==> src/rtl/booth_iter_multiplier_pkg.sv <==
// Shared types and sizing helpers for the iterative radix-4 Booth multiplier.
package mul_pkg;

    localparam int MUL_WIDTH = 64;
    localparam int MUL_ROWS  = 4;

    function automatic int mul_len_f(input int width);
        return width + 1;
    endfunction

    function automatic int nrows_f(input int width);
        return (width + 2) / 2;
    endfunction

    function automatic int iter_f(input int width, input int rows);
        return (nrows_f(width) + rows - 1) / rows;
    endfunction

    // Wide enough that the exact per-iteration column total never wraps.
    function automatic int acc_w_f(input int width, input int rows);
        return mul_len_f(width) + 3 + 2 * rows;
    endfunction

    localparam int MUL_LEN   = mul_len_f(MUL_WIDTH);
    localparam int NROWS     = nrows_f(MUL_WIDTH);
    localparam int ITER      = iter_f(MUL_WIDTH, MUL_ROWS);
    localparam int MUL_ACC_W = acc_w_f(MUL_WIDTH, MUL_ROWS);

    typedef enum logic [1:0] {
        IDLE  = 2'd0,
        BUSY  = 2'd1,
        FINAL = 2'd2,
        DONE  = 2'd3
    } MulState_t;

    typedef enum logic [2:0] {
        ZERO = 3'd0,
        POS1 = 3'd1,
        POS2 = 3'd2,
        NEG1 = 3'd3,
        NEG2 = 3'd4
    } BoothSel_t;

    function automatic BoothSel_t booth_sel_f(input logic [2:0] win);
        BoothSel_t sel;
        case (win)
            3'b001, 3'b010: sel = POS1;
            3'b011:         sel = POS2;
            3'b100:         sel = NEG2;
            3'b101, 3'b110: sel = NEG1;
            default:        sel = ZERO;
        endcase
        return sel;
    endfunction

endpackage

==> src/rtl/booth_iter_multiplier_csa.sv <==
// Parameterised-width 3:2 carry-save adder used to build the row reduction tree.
module csa_3to2 #(
    parameter int W = 8
) (
    input  logic [W-1:0] a_i,
    input  logic [W-1:0] b_i,
    input  logic [W-1:0] c_i,
    output logic [W-1:0] sum_o,
    output logic [W-1:0] carry_o
);
    logic [W-1:0] maj_s;

    assign maj_s   = (a_i & b_i) | (a_i & c_i) | (b_i & c_i);
    assign sum_o   = a_i ^ b_i ^ c_i;
    assign carry_o = maj_s << 1;

endmodule

==> src/rtl/booth_iter_multiplier.sv <==
// Iterative radix-4 Booth multiplier, ROWS_PER_CYCLE rows per cycle into a carry-save accumulator.
// Optional MUL_ZERO_BYPASS_EN: a zero operand skips straight to DONE with a zero product.
module booth_iter_multiplier
    import mul_pkg::*;
#(
    parameter int WIDTH          = MUL_WIDTH,
    parameter int ROWS_PER_CYCLE = MUL_ROWS
) (
    input  logic                 iClock,
    input  logic                 iResetN,
    input  logic                 iInValid,
    output logic                 oInReady,
    input  logic [WIDTH-1:0]     iSrcA,
    input  logic [WIDTH-1:0]     iSrcB,
    input  logic                 iSignA,
    input  logic                 iSignB,
    input  logic                 iFlush,
    output logic                 oOutValid,
    input  logic                 iOutReady,
    output logic [2*WIDTH-1:0]   oProduct
);
    localparam int L_LEN   = mul_len_f(WIDTH);
    localparam int L_NROWS = nrows_f(WIDTH);
    localparam int L_ITER  = iter_f(WIDTH, ROWS_PER_CYCLE);
    localparam int L_ACC_W = acc_w_f(WIDTH, ROWS_PER_CYCLE);
    localparam int SH      = 2 * ROWS_PER_CYCLE;
    localparam int ROW_W   = L_LEN + 3;
    localparam int BW      = 2 * L_NROWS;
    localparam int LO_W    = SH * L_ITER;
    localparam int HI_W    = 2 * WIDTH - LO_W;
    localparam int CNT_W   = $clog2(L_ITER + 1);
    localparam int NOPS    = ROWS_PER_CYCLE + 3;

    MulState_t            state_q, state_d;
    logic [L_LEN-1:0]     a_q, a_d;
    logic [BW-1:0]        b_q, b_d;
    logic                 bm1_q, bm1_d;
    logic [L_ACC_W-1:0]   sum_q, sum_d, carry_q, carry_d;
    logic                 hc_q, hc_d;
    logic [CNT_W-1:0]     cnt_q, cnt_d;
    logic [LO_W-1:0]      lo_q, lo_d;
    logic [2*WIDTH-1:0]   prod_q, prod_d;
    logic                 in_ready_q, out_valid_q;

    logic [L_LEN:0]       bx_s;
    logic [SH:0]          win_src_s;
    BoothSel_t            sel_s  [ROWS_PER_CYCLE];
    logic [L_LEN:0]       pp_s   [ROWS_PER_CYCLE];
    logic                 ng_s   [ROWS_PER_CYCLE];
    logic                 ok_s   [ROWS_PER_CYCLE];
    logic [ROW_W-1:0]     row_s  [ROWS_PER_CYCLE];
    logic [L_ACC_W-1:0]   neg_vec_s;
    logic [L_ACC_W-1:0]   op_s   [NOPS];
    logic [L_ACC_W-1:0]   ts_s   [ROWS_PER_CYCLE+1];
    logic [L_ACC_W-1:0]   tc_s   [ROWS_PER_CYCLE+1];
    logic [SH:0]          lo_sum_s;
    logic [HI_W-1:0]      hi_s;

    // Booth row generation; sign extension folded into the {~s,s,s} / {1,~s} prefixes.
    always_comb begin
        win_src_s = {b_q[SH-1:0], bm1_q};
        neg_vec_s = '0;
        for (int k = 0; k < ROWS_PER_CYCLE; k++) begin
            sel_s[k] = booth_sel_f(win_src_s[2*k +: 3]);
            ok_s[k]  = ((int'(cnt_q) * ROWS_PER_CYCLE + k) < L_NROWS);
            case (sel_s[k])
                POS1: begin pp_s[k] = {a_q[L_LEN-1], a_q};    ng_s[k] = 1'b0; end
                POS2: begin pp_s[k] = {a_q, 1'b0};            ng_s[k] = 1'b0; end
                NEG1: begin pp_s[k] = ~{a_q[L_LEN-1], a_q};   ng_s[k] = 1'b1; end
                NEG2: begin pp_s[k] = ~{a_q, 1'b0};           ng_s[k] = 1'b1; end
                default: begin pp_s[k] = '0;                  ng_s[k] = 1'b0; end
            endcase
            if (!ok_s[k]) begin
                row_s[k] = '0;
            end else if ((cnt_q == '0) && (k == 0)) begin
                row_s[k] = {~pp_s[k][L_LEN], pp_s[k][L_LEN], pp_s[k][L_LEN], pp_s[k][L_LEN-1:0]};
            end else begin
                row_s[k] = {1'b0, 1'b1, ~pp_s[k][L_LEN], pp_s[k][L_LEN-1:0]};
            end
            neg_vec_s[2*k] = ng_s[k] & ok_s[k];
            op_s[3+k] = {{(L_ACC_W-ROW_W){1'b0}}, row_s[k]} << (2 * k);
        end
        op_s[0] = sum_q;
        op_s[1] = carry_q;
        op_s[2] = neg_vec_s;
    end

    genvar g;
    generate
        for (g = 0; g <= ROWS_PER_CYCLE; g++) begin : g_csa
            if (g == 0) begin : g_first
                csa_3to2 #(.W(L_ACC_W)) u_csa (
                    .a_i(op_s[0]), .b_i(op_s[1]), .c_i(op_s[2]),
                    .sum_o(ts_s[0]), .carry_o(tc_s[0])
                );
            end else begin : g_next
                csa_3to2 #(.W(L_ACC_W)) u_csa (
                    .a_i(ts_s[g-1]), .b_i(tc_s[g-1]), .c_i(op_s[g+2]),
                    .sum_o(ts_s[g]), .carry_o(tc_s[g])
                );
            end
        end
    endgenerate

    assign lo_sum_s = {1'b0, ts_s[ROWS_PER_CYCLE][SH-1:0]} + {1'b0, tc_s[ROWS_PER_CYCLE][SH-1:0]}
                    + {{SH{1'b0}}, hc_q};
    assign hi_s     = sum_q[HI_W-1:0] + carry_q[HI_W-1:0] + {{(HI_W-1){1'b0}}, hc_q};
    assign bx_s     = {iSignB & iSrcB[WIDTH-1], iSrcB};

    // Next-state and datapath update; flush overrides every state.
    always_comb begin
        state_d = state_q;
        a_d     = a_q;
        b_d     = b_q;
        bm1_d   = bm1_q;
        sum_d   = sum_q;
        carry_d = carry_q;
        hc_d    = hc_q;
        cnt_d   = cnt_q;
        lo_d    = lo_q;
        prod_d  = prod_q;
        if (iFlush) begin
            state_d = IDLE;
        end else begin
            case (state_q)
                IDLE: begin
                    if (iInValid) begin
                        a_d     = {iSignA & iSrcA[WIDTH-1], iSrcA};
                        b_d     = {{(BW-L_LEN){bx_s[L_LEN-1]}}, bx_s[L_LEN-1:0]};
                        bm1_d   = 1'b0;
                        sum_d   = '0;
                        carry_d = '0;
                        hc_d    = 1'b0;
                        cnt_d   = '0;
`ifdef MUL_ZERO_BYPASS_EN
                        if ((iSrcA == '0) || (iSrcB == '0)) begin
                            state_d = DONE;
                            prod_d  = '0;
                        end else begin
                            state_d = BUSY;
                        end
`else
                        state_d = BUSY;
`endif
                    end else begin
                        state_d = IDLE;
                    end
                end
                BUSY: begin
                    sum_d   = ts_s[ROWS_PER_CYCLE] >> SH;
                    carry_d = tc_s[ROWS_PER_CYCLE] >> SH;
                    hc_d    = lo_sum_s[SH];
                    lo_d    = {lo_sum_s[SH-1:0], lo_q[LO_W-1:SH]};
                    b_d     = b_q >> SH;
                    bm1_d   = b_q[SH-1];
                    cnt_d   = cnt_q + CNT_W'(1);
                    if (cnt_q == CNT_W'(L_ITER - 1)) begin
                        state_d = FINAL;
                    end else begin
                        state_d = BUSY;
                    end
                end
                FINAL: begin
                    prod_d  = {hi_s, lo_q};
                    state_d = DONE;
                end
                DONE: begin
                    if (iOutReady) begin
                        state_d = IDLE;
                    end else begin
                        state_d = DONE;
                    end
                end
                default: state_d = IDLE;
            endcase
        end
    end

    // State and datapath registers with synchronous active-low reset.
    always_ff @(posedge iClock) begin
        if (!iResetN) begin
            state_q     <= IDLE;
            a_q         <= '0;
            b_q         <= '0;
            bm1_q       <= 1'b0;
            sum_q       <= '0;
            carry_q     <= '0;
            hc_q        <= 1'b0;
            cnt_q       <= '0;
            lo_q        <= '0;
            prod_q      <= '0;
            in_ready_q  <= 1'b1;
            out_valid_q <= 1'b0;
        end else begin
            state_q     <= state_d;
            a_q         <= a_d;
            b_q         <= b_d;
            bm1_q       <= bm1_d;
            sum_q       <= sum_d;
            carry_q     <= carry_d;
            hc_q        <= hc_d;
            cnt_q       <= cnt_d;
            lo_q        <= lo_d;
            prod_q      <= prod_d;
            in_ready_q  <= (state_d == IDLE);
            out_valid_q <= (state_d == DONE);
        end
    end

    assign oInReady  = in_ready_q;
    assign oOutValid = out_valid_q;
    assign oProduct  = prod_q;

endmodule
==> config.mk <==
export PLATFORM = sky130hd
export DESIGN_NAME = booth_iter_multiplier
export DESIGN_NICKNAME = d
export VERILOG_FILES = /design/src/rtl/booth_iter_multiplier_pkg.sv /design/src/rtl/booth_iter_multiplier_csa.sv /design/src/rtl/booth_iter_multiplier.sv
export SDC_FILE = /design/constraint.sdc
export NUM_CORES = 2
export LEC_CHECK = 0
export BUFFER_PORTS_ARGS = -buffer_cell sky130_fd_sc_hd__buf_2
export CAP_MARGIN = 20
export CORE_MARGIN = 4
export CORE_UTILIZATION = 55
export DETAILED_ROUTE_END_ITERATION = 10
export PLACE_DENSITY_LB_ADDON = 0.12
export REMOVE_ABC_BUFFERS = 1
export SLEW_MARGIN = 5
export SYNTH_ARGS = -nofsm -noshare
export SYNTH_HDL_FRONTEND = slang
export SYNTH_HIERARCHICAL = 1
export SYNTH_SLANG_ARGS = --single-unit
==> constraint.sdc <==
create_clock -name iClock -period 5.77 [get_ports iClock]
set_clock_uncertainty 0.1 [all_clocks]
set_input_delay 0.2885 -clock iClock [delete_from_list [all_inputs] [get_ports iClock]]
set_output_delay 0.2885 -clock iClock [all_outputs]
set_load 0.01 [all_outputs]
* After elaboration in Yosys (flattened, before gate mapping) *
Cells that the tools add are included.

operators by class
  bitwise logic cells = 48
  magnitude comparators = 4
  reduce and logical (&&, ||, !) cells = 20
  add/sub/neg operators = 8
  mux-type cells = 32
  eq/ne operators = 46

operators by type and width
  operator            number
  $pmux 66 s4         4
  $or 75x75->75       10
  $xor 76x76->76      5
  $and 75x75->75      5
  $pmux 76 s2         2
  $mux 67             3
  $and 75x68->75      2
  $and 75x69->75      2
  $and 75x7->75       2
  $and 75x71->75      2
  $and 75x73->75      2
  $mux 68             2
  $not 66->66         2
  $pmux 66 s2         1
  $mux 76             1
  $xor 76x68->76      1
  $xor 76x69->76      1
  $xor 76x7->76       1
  $xor 76x71->76      1
  $xor 76x73->76      1
  $mux 66             1
  $add 56x1->56       1
  $add 56x56->56      1
  $eq 3x2->1 const B  16
  other kinds (28)    89

storage, ports and cells
  output and inout port bits = 130
  register bits after elaboration = 493
  logic and storage cells = 170
  input port bits = 135

* Logic depth before layout (Yosys ltp) *
  word-level depth = 25
  mapped depth = 24
  depth with buffers taken out = 23

* Modules after synthesis *
Netlist, hierarchy kept.

modules (own cells, without submodules)
  module                 seq. area each (um^2)  instances  cells each  area an instance (um^2)
  booth_iter_multiplier  9529.1                 1          3712        27317.4
  csa_3to2               0.0                    5          78          1536.5

* Worst setup path after synthesis *
No wires, ideal clock.

  path type = flip-flop to flip-flop
  start = reg cnt_q[0]
  end = reg hc_q
  library setup time = 0.132 ns
  cell stages (with the launch flop) = 25
  required time = 5.538 ns
  arrival time = 5.563 ns
  setup slack = -0.025 ns
  clock period less this slack = 5.795 ns
  path buffers = 1
  cell sequence = dfxtp_1 > inv_1 > ha_1 > nor2b_1 > nor2_1 > clkbuf_1 > nor2_1 > fa_1 > fa_1 > fa_1 > fa_1 > fa_1 > inv_1 > fa_1 > inv_1 > fa_1 > nand2_1 > nand2_1 > a21o_1 > a21o_1 > a21oi_1 > nor2b_1 > o21a_1 > o21ai_0 > a21oi_1

RTL lines
  element                 RTL line                      RTL
  start, declared         booth_iter_multiplier.sv:40   logic [CNT_W-1:0] cnt_q, cnt_d;
  start signal, assigned  booth_iter_multiplier.sv:202  cnt_q <= cnt_d;
  end signal, assigned    booth_iter_multiplier.sv:188  hc_q <= 1'b0;
  end signal, assigned    booth_iter_multiplier.sv:201  hc_q <= hc_d;
  end, declared           booth_iter_multiplier.sv:39   logic hc_q, hc_d;

==> impl_results.md <==
* #FFs+latches synth at 476
* Min-Delay Path Class: in -> reg
* CTS Sinks at 476
* Startpoint types: register
* Hpwl dp at 65,000 um
* Synth Area per Inst at 8.53 um2
* Leakage Power at 0.0181 uW
* Initial core utilization at 55.5%
* Skew-Pair Late Insertion Delay at 0.63 ns
* Largest fanout on the critical path at 4
* CTS Buf Count at 54
* CTS tree: yes
* Max Freq at 183 MHz
* First-pass GRT wire length at 162,000 um
* CP Launch Point: cnt_q[1]
* Initial antenna violation count at 1
* R2R Path Start: cnt_q[1]
* CP cell instances: inv_1, ha_1, nor2b_2, nor2_4, nor2_1, fa_1, fa_1, fa_1, fa_1, fa_1, inv_1, fa_1, inv_1, fa_1, nand2_1, nand2_1, a21o_1, a21o_1, a21oi_2, nor2b_1, o21a_1, o21ai_0, a21oi_1
* Post-synthesis sequential area ratio at 27.2%
* Root buffer cell: clkbuf_16
* DR WL/cell at 19.1 um
* DP Worst Slack at 0.0622 ns
* Synth Cell Area at 35,000 um2
* Worst Path Required at 6.14 ns
* Worst-Margin Slew at 1.12 ns
* CP Capture Type: register
* Reg2reg path depth at 23
* Congestion Overflow GR at 0
* Ys async rst share at 0%
* Final Hold Violating Endpoints at 0
* Internal power at 7650 uW
* Die Ht at 260 um
* Row Count at 92
* Footprint of the multi-input gates at 24,500 um2
* Most frequent cells in the layout: 712 x nor2_1, 581 x nand2_1, 471 x dfxtp_1, 379 x fa_1, 376 x a21oi_1
* Die area at 67,700 um2
* Yosys cell types at 72
* Total Power at 12,000 uW
* RSZ-0062 raised after global routing: false
* Critical Path AT at 5.84 ns
* Vias in the first global route at 29,400
* Main area contributors after synthesis: dfxtp_1 27%, fa_1 22%, nor2_1 7.7%
* Minimum clock period at 5.47 ns
* Post-CTS setup buffer count at 0
* Cell area after placement at 36,900 um2
* Register-to-register setup slack at 0.30 ns
* End of the worst hold path: b_q[7]
* DRT Wirelength at 99,400 um
* Drt first pass iters at 6
* Design Area, Final at 40,100 um2
* Post-Synthesis Cells at 4,102
* Via density at 5.82
* Seq. cell area at 9550 um2
* Hold path start: iSrcB[7]
* Final Worst Setup Slack at 0.300 ns
* Synth top area share at 27.2%
* Comb pwr share at 40.2%
* Hold Path Cell Cnt at 3
* Clk pwr share at 29.6%
* Worst VDD drop at 284 uV
* Area Growth Syn to Fin at 14.5%
* Tcrit/Tclk final at 94.8%
* Status: completed
* Sw Share at 36.4%
* Max Buffers Root-to-Sink at 3
* Seq pwr share at 30.2%
* Die W at 260 um
* Nets at 4,905
* Net Sw Power at 4380 uW
* Slowest-stage cell, CP: fa_1
* Final setup violating endpoints at 0
* Ys Warns at 6
* Largest net degree at the start of global routing at 201
* Number of port buffers at 264
* Layout cell share with drive strength beyond 1 at 10.3%
* Ys flop type: dfxtp_1
* Initial DRC count at 2,750
* EDFF count, synth at 0
* Final ANT Viol Nets at 0
* I/O Pins at 265
* DRC viols at 0
* GP Congestion at 0.880
* CTS H-tree depth at 2
* Kind of critical path: reg -> reg
* Max Slew Vio Count at 0
* Vias at 30,400
* Worst slew margin at 25.6%
* Tot GR Track Use at 29.3%
* Leading area contributor after synthesis: dfxtp_1
* Max incr delay on CP at 0.53 ns
* Core Region at 63,100 um2
* RR Endpoint: hc_q
* Power per cell area at 300 nW/um2
* Clk slew on worst S/H paths at 0.06 ns
* Commonest non-fill, non-tap cell in the layout: nor2_1
* Most Frequent Cell on Critical Path: fa_1
* Maximum capacitance violations at 0
* Fillers at 5,540
-- power groups by stage --
stage,Combinational (uW),Clock [uW],Sequential [uW]
2_1_floorplan,3400,0,3680
3_3_place_gp,4620,0,3690
3_5_place_dp,4670,0,3690
4_1_cts,4770,3630,3620
5_1_grt,5430,3770,3650
6_report,4830,3560,3630
-- per-layer routing --
layer	wire (um)	global-route usage, %	vias up
li1	-	-	14300
met1	44000	41.8	14900
met2	46400	46.7	1027
met3	6760	5.37	153
met4	2220	6.52	0
met5	0	0	-
-- registers in the layout (all words and copies together) (netlist names) --
signal     cells
oProduct     128
lo_q          72
carry_q       68
sum_q         68
a_q           65
b_q           65
cnt_q          4
state_q        2
bm1_q          1
hc_q           1
oInReady       1
oOutValid      1
-- critical path: cells and delay by family (launching register included) --
family | cells | cell delay [ns]
and+or+nand+nor | 6 | 0.57
adders and majority gates | 8 | 3.19
buffers and inverters | 3 | 0.19
AOI/OAI and AO/OA | 6 | 0.92
DFF | 1 | 0.36
-- cells in the mapped netlist, types with 7 or more instances --
library cell and instances:
ha_1 64, nor3_1 10, o211ai_1 7, clkbuf_1 357, nand4_1 13, nor2b_1 14
o21bai_1 9, o21a_1 7, fa_1 379, a21oi_1 377, a221oi_1 258, a22oi_1 191
xnor2_1 35, a21o_1 26, nand2_1 585, nor2_1 718, mux2i_1 11, or3_1 7
o21ai_0 55, and3_1 11, a211oi_1 26, a31oi_1 9, xor2_1 275, inv_1 28
nand3_1 28, dfxtp_1 476, buf_1 19
-- stage by stage --
step	utilization, %	hold slack [ns]	instances	setup TNS, ns
floorplan	-	0.280	3834	-4531.97
global placement	58.6	0.334	4990	0
detailed placement	58.6	0.337	4990	0
CTS	63.5	0.00729	5217	0
global route	63.6	0.0336	5218	0
finish	63.6	0.0270	5218	0
-- worst max-delay path by stage --
stage | to | depth (start not counted)
after floorplan | b_q[64] | 4
after global placement | hc_q | 20
after CTS | lo_q[71] | 21
after global routing | lo_q[71] | 21
after detailed placement | lo_q[71] | 21
final | hc_q | 23
-- kinds of logic after synthesis --
family | share of synthesized area (%)
buf+inv | 4.60
other cells | 0.0643
mux | 0.315
simple gates | 16.1
flops | 27.2
fa+ha+maj | 24.0
compound gates | 19.6
xor+xnor | 8.10
-- cell type report --
type / instances / share of cell area (%)
Clock buffer: 76 / 3.88
Clock inverter: 24 / 0.774
Timing Repair Buffer: 437 / 7.53
Inverter: 30 / 0.300
Multi-Input combinational cell: 3328 / 61.1
Antenna cell: 1 / 0.00624
Tap cell: 846 / 2.64
Sequential cell: 476 / 23.8
-- timing repair --
action,in CTS,in global routing
gates resized for setup,0,5
endpoints found under the hold margin,126,0
hold buffers,127,0
setup endpoints to repair,0,3
Note: power is estimated with default switching activity, not from simulation.
